[config.mk]
export PLATFORM = sky130hd
export DESIGN_NAME = seg7_scan_capture
export DESIGN_NICKNAME = d
export VERILOG_FILES = /design/src/rtl/seg7_scan_capture.sv
export SDC_FILE = /design/constraint.sdc
export NUM_CORES = 1
export LEC_CHECK = 0
export ABC_AREA = 1
export CAP_MARGIN = 30
export CORE_MARGIN = 2
export CORE_UTILIZATION = 53
export DETAILED_ROUTE_END_ITERATION = 10
export PLACE_DENSITY = 0.73
export RECOVER_POWER = 50
export SLEW_MARGIN = 25
export SYNTH_ARGS = -nofsm -noshare
export SYNTH_HDL_FRONTEND = slang
export SYNTH_SLANG_ARGS = --single-unit
[constraint.sdc]
create_clock -name clk -period 7.2 [get_ports clk]
set_clock_uncertainty 0.15 [all_clocks]
set_input_delay 1.44 -clock clk [delete_from_list [all_inputs] [get_ports clk]]
set_output_delay 1.44 -clock clk [all_outputs]
set_load 0.02 [all_outputs]
[src/rtl/seg7_scan_capture.sv]
// seg7_scan_capture - recovers an 8-digit hex frame from scanned 7-segment anode/segment lines.
// A digit is accepted once its {an,seg} sample holds for STABLE_CYCLES cycles, once per dwell.
module seg7_scan_capture #(
   parameter int SYNC_STAGES   = 2,
   parameter int STABLE_CYCLES = 4,
   parameter int TIMEOUT       = 2**20
) (
   input  logic        clk,
   input  logic        rst,
   input  logic [7:0]  an,
   input  logic [6:0]  seg,
   output logic [31:0] digits,
   output logic [7:0]  blank,
   output logic        frame_valid,
   output logic        bad_pattern,
   output logic        stale
);
   localparam int CW = $clog2(STABLE_CYCLES + 1);
   localparam int TW = $clog2(TIMEOUT + 1);

   typedef enum logic [1:0] {SEARCH, SETTLE, HELD} state_t;

   logic [14:0] s;

   generate
      if (SYNC_STAGES == 0) begin : g_nosync
         assign s = {an, seg};
      end else begin : g_sync
         logic [SYNC_STAGES-1:0][14:0] sync_q, sync_d;
         always_comb begin
            sync_d[0] = {an, seg};
            for (int k = 1; k < SYNC_STAGES; k++) sync_d[k] = sync_q[k-1];
         end
         always_ff @(posedge clk) begin
            if (rst) sync_q <= '1;
            else     sync_q <= sync_d;
         end
         assign s = sync_q[SYNC_STAGES-1];
      end
   endgenerate

   // Returns {known, blank, value}
   function automatic logic [5:0] decode(input logic [6:0] code);
      case (code)
         7'h01: decode = {2'b10, 4'h0};
         7'h4F: decode = {2'b10, 4'h1};
         7'h12: decode = {2'b10, 4'h2};
         7'h06: decode = {2'b10, 4'h3};
         7'h4C: decode = {2'b10, 4'h4};
         7'h24: decode = {2'b10, 4'h5};
         7'h20: decode = {2'b10, 4'h6};
         7'h0F: decode = {2'b10, 4'h7};
         7'h00: decode = {2'b10, 4'h8};
         7'h04: decode = {2'b10, 4'h9};
         7'h08: decode = {2'b10, 4'hA};
         7'h60: decode = {2'b10, 4'hB};
         7'h31: decode = {2'b10, 4'hC};
         7'h42: decode = {2'b10, 4'hD};
         7'h30: decode = {2'b10, 4'hE};
         7'h38: decode = {2'b10, 4'hF};
         7'h7F: decode = {2'b11, 4'h0};
         default: decode = 6'b000000;
      endcase
   endfunction

   state_t        state_q, state_d;
   logic [CW-1:0] cnt_q, cnt_d;
   logic [14:0]   lat_q, lat_d;
   logic          valid_an;
   logic          accept;

   assign valid_an = $onehot(~s[14:7]);

   always_ff @(posedge clk) begin
      if (rst) begin
         state_q <= SEARCH;
         cnt_q   <= '0;
         lat_q   <= '1;
      end else begin
         state_q <= state_d;
         cnt_q   <= cnt_d;
         lat_q   <= lat_d;
      end
   end

   always_comb begin
      state_d = state_q;
      cnt_d   = cnt_q;
      lat_d   = lat_q;
      case (state_q)
         SETTLE: begin
            if (s == lat_q) begin
               cnt_d = cnt_q + CW'(1);
            end else if (valid_an) begin
               cnt_d = CW'(1);
               lat_d = s;
            end else begin
               state_d = SEARCH;
               cnt_d   = '0;
            end
         end
         default: begin
            // SEARCH and a disturbed HELD share the same re-evaluation
            if (state_q == SEARCH || s != lat_q) begin
               if (valid_an) begin
                  state_d = SETTLE;
                  cnt_d   = CW'(1);
                  lat_d   = s;
               end else begin
                  state_d = SEARCH;
                  cnt_d   = '0;
               end
            end
         end
      endcase
      if (state_d == SETTLE && cnt_d == CW'(STABLE_CYCLES)) state_d = HELD;
   end

   always_comb begin
      accept = (state_d == HELD) && (state_q != HELD || lat_d != lat_q);
   end

   logic [31:0]   dig_sh_q, dig_sh_d, digits_q, digits_d;
   logic [7:0]    blk_sh_q, blk_sh_d, blank_q, blank_d;
   logic [7:0]    seen_q, seen_d;
   logic [TW-1:0] tcnt_q, tcnt_d;
   logic          fv_q, fv_d, bad_q, bad_d, stale_q, stale_d;
   logic [5:0]    dec;
   logic [2:0]    idx;

   always_comb begin
      idx = '0;
      for (int k = 0; k < 8; k++) if (!lat_d[7+k]) idx = 3'(k);
      dec = decode(lat_d[6:0]);

      dig_sh_d = dig_sh_q;
      blk_sh_d = blk_sh_q;
      digits_d = digits_q;
      blank_d  = blank_q;
      fv_d     = 1'b0;
      bad_d    = accept && !dec[5];

      if (accept)                        tcnt_d = '0;
      else if (tcnt_q == TW'(TIMEOUT))   tcnt_d = tcnt_q;
      else                               tcnt_d = tcnt_q + TW'(1);
      stale_d = (tcnt_d == TW'(TIMEOUT));

      seen_d = stale_d ? 8'h00 : seen_q;
      if (accept && dec[5]) begin
         dig_sh_d[{idx, 2'b00} +: 4] = dec[3:0];
         blk_sh_d[idx]               = dec[4];
         seen_d[idx]                 = 1'b1;
         if (seen_d == 8'hFF) begin
            digits_d = dig_sh_d;
            blank_d  = blk_sh_d;
            fv_d     = 1'b1;
            seen_d   = 8'h00;
         end
      end
   end

   always_ff @(posedge clk) begin
      if (rst) begin
         dig_sh_q <= '0;
         blk_sh_q <= 8'hFF;
         digits_q <= '0;
         blank_q  <= 8'hFF;
         seen_q   <= '0;
         tcnt_q   <= '0;
         fv_q     <= 1'b0;
         bad_q    <= 1'b0;
         stale_q  <= 1'b0;
      end else begin
         dig_sh_q <= dig_sh_d;
         blk_sh_q <= blk_sh_d;
         digits_q <= digits_d;
         blank_q  <= blank_d;
         seen_q   <= seen_d;
         tcnt_q   <= tcnt_d;
         fv_q     <= fv_d;
         bad_q    <= bad_d;
         stale_q  <= stale_d;
      end
   end

   assign digits      = digits_q;
   assign blank       = blank_q;
   assign frame_valid = fv_q;
   assign bad_pattern = bad_q;
   assign stale       = stale_q;
endmodule
==> results.sh <==
export IMPL_run_status="complete, but fails checks"
export IMPL_violated_checks="capacitance limit, slew limit"
export IMPL_clock_sinks=162
export IMPL_worst_slew_slack_as_a_fraction_of_its_limit=-0.204
export IMPL_power_density_nw_per_um2=260
export IMPL_nets=1192
export IMPL_layout_area_seq_sq_um=3240
export IMPL_synth_edff_count=0
export IMPL_cts_tree="done"
export IMPL_p_int_w=0.00157
export IMPL_synth_sequential_area_ratio=0.403
export IMPL_wire_length_of_the_first_global_routing_pass_mm=30.2
export IMPL_num_vias=7028
export IMPL_cts_inserted_buffers=17
export IMPL_critPathSlowestCell="sky130_fd_sc_hd__o21ai_0"
export IMPL_clk_root_buffer_cell="sky130_fd_sc_hd__clkbuf_16"
export IMPL_p_comb_frac=0.253
export IMPL_globalRouteTotalUtil=0.227
export IMPL_synth_warnings=0
export IMPL_critPathLaunchType="flip-flop"
export IMPL_maximum_number_of_pins_on_one_net_before_global_route_repair=65
export IMPL_crit_start="s[7]"
export IMPL_netlist_cell_type_count=43
export IMPL_detail_route_vias_per_cell=5.17
export IMPL_worstReg2RegStart="s[7]"
export IMPL_whs_path_depth=1
export IMPL_place_congestion=0.909
export IMPL_dr_first_iter_drc_count=515
export IMPL_ioPinCount=60
export IMPL_drv_cap=1
export IMPL_initial_utilization=0.535
export IMPL_rsz0062_at_grt="false"
export IMPL_ir_worst_vdd_uv=193
export IMPL_power_frac_clock=0.352
export IMPL_worstSetupEndpointType="flip-flop"
export IMPL_layout_core_utilization=0.612
export IMPL_syn_inst=1117
export IMPL_wl_per_cell_um=12.7
export IMPL_clock_network_latency_to_the_later_pin_of_the_worst_skew_pair_ns=0.43
export IMPL_worst_path_max_fanout=41
export IMPL_post_cts_repair_setup_buffers=0
export IMPL_most_common_layout_cells="sky130_fd_sc_hd__nand2_1, sky130_fd_sc_hd__dfxtp_1, sky130_fd_sc_hd__nor2_1, sky130_fd_sc_hd__inv_1, sky130_fd_sc_hd__nand3_1"
export IMPL_vias_in_the_first_global_route=6480
export IMPL_placement_setup_worst_slack_ns=1.23
export IMPL_final_setup_tns_ns=0
export IMPL_final_hold_vio_count=0
export IMPL_setup_viol=0
export IMPL_drv_slew=48
export IMPL_timing_critical_path_slowest_cell_delay_ns=0.61
export IMPL_min_period_over_period=0.862
export IMPL_layout_commonest_cell="sky130_fd_sc_hd__nand2_1"
export IMPL_ys_seq_elements=162
export IMPL_dieHeight_um=127
export IMPL_grt_overflow_total=0
export IMPL_drt_wl_total_mm=17.3
export IMPL_fmax_mhz=161
export IMPL_core_area_sq_um=15000
export IMPL_die_width_um=127
export IMPL_multi_input_area_sq_um=4100
export IMPL_antenna_found_initial=0
export IMPL_antenna_cells=0
export IMPL_min_delay_path_class="flip-flop to flip-flop"
export IMPL_endpoint="seen_q[7]"
export IMPL_fillers=1380
export IMPL_post_route_drc_count=0
export IMPL_worst_slew_pin_transition_ns=1.81
export IMPL_htree_num_levels=4
export IMPL_reg2reg_depth=28
export IMPL_timing_setup_critical_path_class="flip-flop to flip-flop"
export IMPL_postRouteAntennaNets=0
export IMPL_total_switching_power_w=0.000826
export IMPL_clock_path_buffers=2
export IMPL_post_route_worst_setup_slack_ns=0.992
export IMPL_portBuffers=59
export IMPL_synth_async_reset_ratio=0
export IMPL_rows=45
export IMPL_areaGrowthSynthToFinish_pct=14.4
export IMPL_power_sequential_fraction=0.395
export IMPL_ctsHoldBuffers=0
export IMPL_cp_required_ns=7.37
export IMPL_crit_reg2reg_capture="seen_q[7]"
export IMPL_p_leak_nw=4.43
export IMPL_synth_area_sq_um=8050
export IMPL_syn_avg_cell_area_sq_um=7.20
export IMPL_layout_drive_gt1_share=0.119
export IMPL_die_area_sq_um=16200
export IMPL_syn_nets=1149
export IMPL_commonest_register_cell_after_synthesis="sky130_fd_sc_hd__dfxtp_1"
export IMPL_netSwitchingFraction=0.345
export IMPL_place_detailed_hpwl_mm=12.2
export IMPL_drt_pre_antenna_iters=5
export IMPL_cts_resized=0
export IMPL_post_route_minimum_period_ns=6.21
export IMPL_critical_path_arrival_ns=6.38
export IMPL_reg2reg_setup_slack_ns=0.99
export IMPL_clk_transition_reported_paths_ns=0.06
[synthesized netlist by cell type (all sizes together), types with 17 or more instances]
library cell | count | share of area
a21oi | 26 | 0.017
buf | 20 | 0.020
clkbuf | 20 | 0.0093
dfxtp | 162 | 0.40
inv | 120 | 0.056
nand2 | 290 | 0.14
nand3 | 119 | 0.097
nand4 | 18 | 0.014
nor2 | 144 | 0.077
o21ai | 87 | 0.057
or2 | 30 | 0.023
xor2 | 17 | 0.019
[worst min-delay path by stage]
stage	from	end	slack, ns
after CTS	g_sync.sync_d[29]	s[14]	0.26
after floorplan	g_sync.sync_d[15]	s[0]	0.24
final	g_sync.sync_d[21]	s[6]	0.26
after global placement	g_sync.sync_d[20]	s[5]	0.24
after detailed placement	g_sync.sync_d[19]	s[4]	0.24
after global routing	g_sync.sync_d[18]	s[3]	0.27
[routing by layer]
metal / wire length (um) / track usage / part of all wire / vias to the layer above
met1: 8440 / 0.308 / 0.49 / 3176
met4: 286 / 0.0711 / 0.017 / 0
li1: - / - / - / 3672
met3: 815 / 0.0553 / 0.047 / 29
met5: 0 / 0 / 0 / -
met2: 7780 / 0.358 / 0.45 / 151
[logic make-up after synthesis]
family / after synthesis / share of synthesized area
AOI/OAI and AO/OA: 130 / 0.0892
xor gates and xnor gates: 20 / 0.0218
adders and majority gates: 15 / 0.0271
buffers and inverters: 160 / 0.0855
DFF: 162 / 0.403
and+or+nand+nor: 630 / 0.373
[power by group through the flow]
stage	combinational (W)	clock (W)	sequential (W)
floorplan	0.000474	0	0.000959
global placement	0.000593	0	0.000962
detailed placement	0.000601	0	0.000963
CTS	0.000606	0.000860	0.000944
global route	0.000693	0.000896	0.000947
finish	0.000606	0.000842	0.000944
[registers in the layout, indices dropped and copies added (netlist names)]
signal	count
seen_q	8
g_sync.sync_d	15
state_q	2
digits	32
blank	8
s	15
dig_sh_q	32
blk_sh_q	8
stale	1
frame_valid	1
cnt_q	3
bad_pattern	1
tcnt_q	21
lat_q	15
[cell type report]
| class | count | area share |
|---|---|---|
| Inverter | 120 | 0.0489 |
| Clock inverter | 9 | 0.00802 |
| Multi-Input combinational cell | 795 | 0.446 |
| Sequential cell | 162 | 0.352 |
| Tap cell | 188 | 0.0255 |
| Timing Repair Buffer | 64 | 0.0671 |
| Clock buffer | 22 | 0.0526 |
[through the flow]
| stage | hold WS [ns] | cells | instance area [sq um] | power (W) |
|---|---|---|---|---|
| floorplan | 0.239 | 1117 | 8050 | 0.00143 |
| global placement | 0.241 | 1328 | 8670 | 0.00156 |
| detailed placement | 0.244 | 1328 | 8670 | 0.00156 |
| CTS | 0.261 | 1359 | 9220 | 0.00241 |
| global route | 0.267 | 1360 | 9210 | 0.00254 |
| finish | 0.259 | 1360 | 9210 | 0.00239 |
[worst max-delay path: cells and delay by family (launching register included)]
family	cells	cell delay (ns)
DFF	1	0.33
AOI/OAI and AO/OA	3	0.71
adders and majority gates	5	2.04
buffers and inverters	7	0.90
and+or+nand+nor	13	1.93
Power figures use the tool's default switching activity.
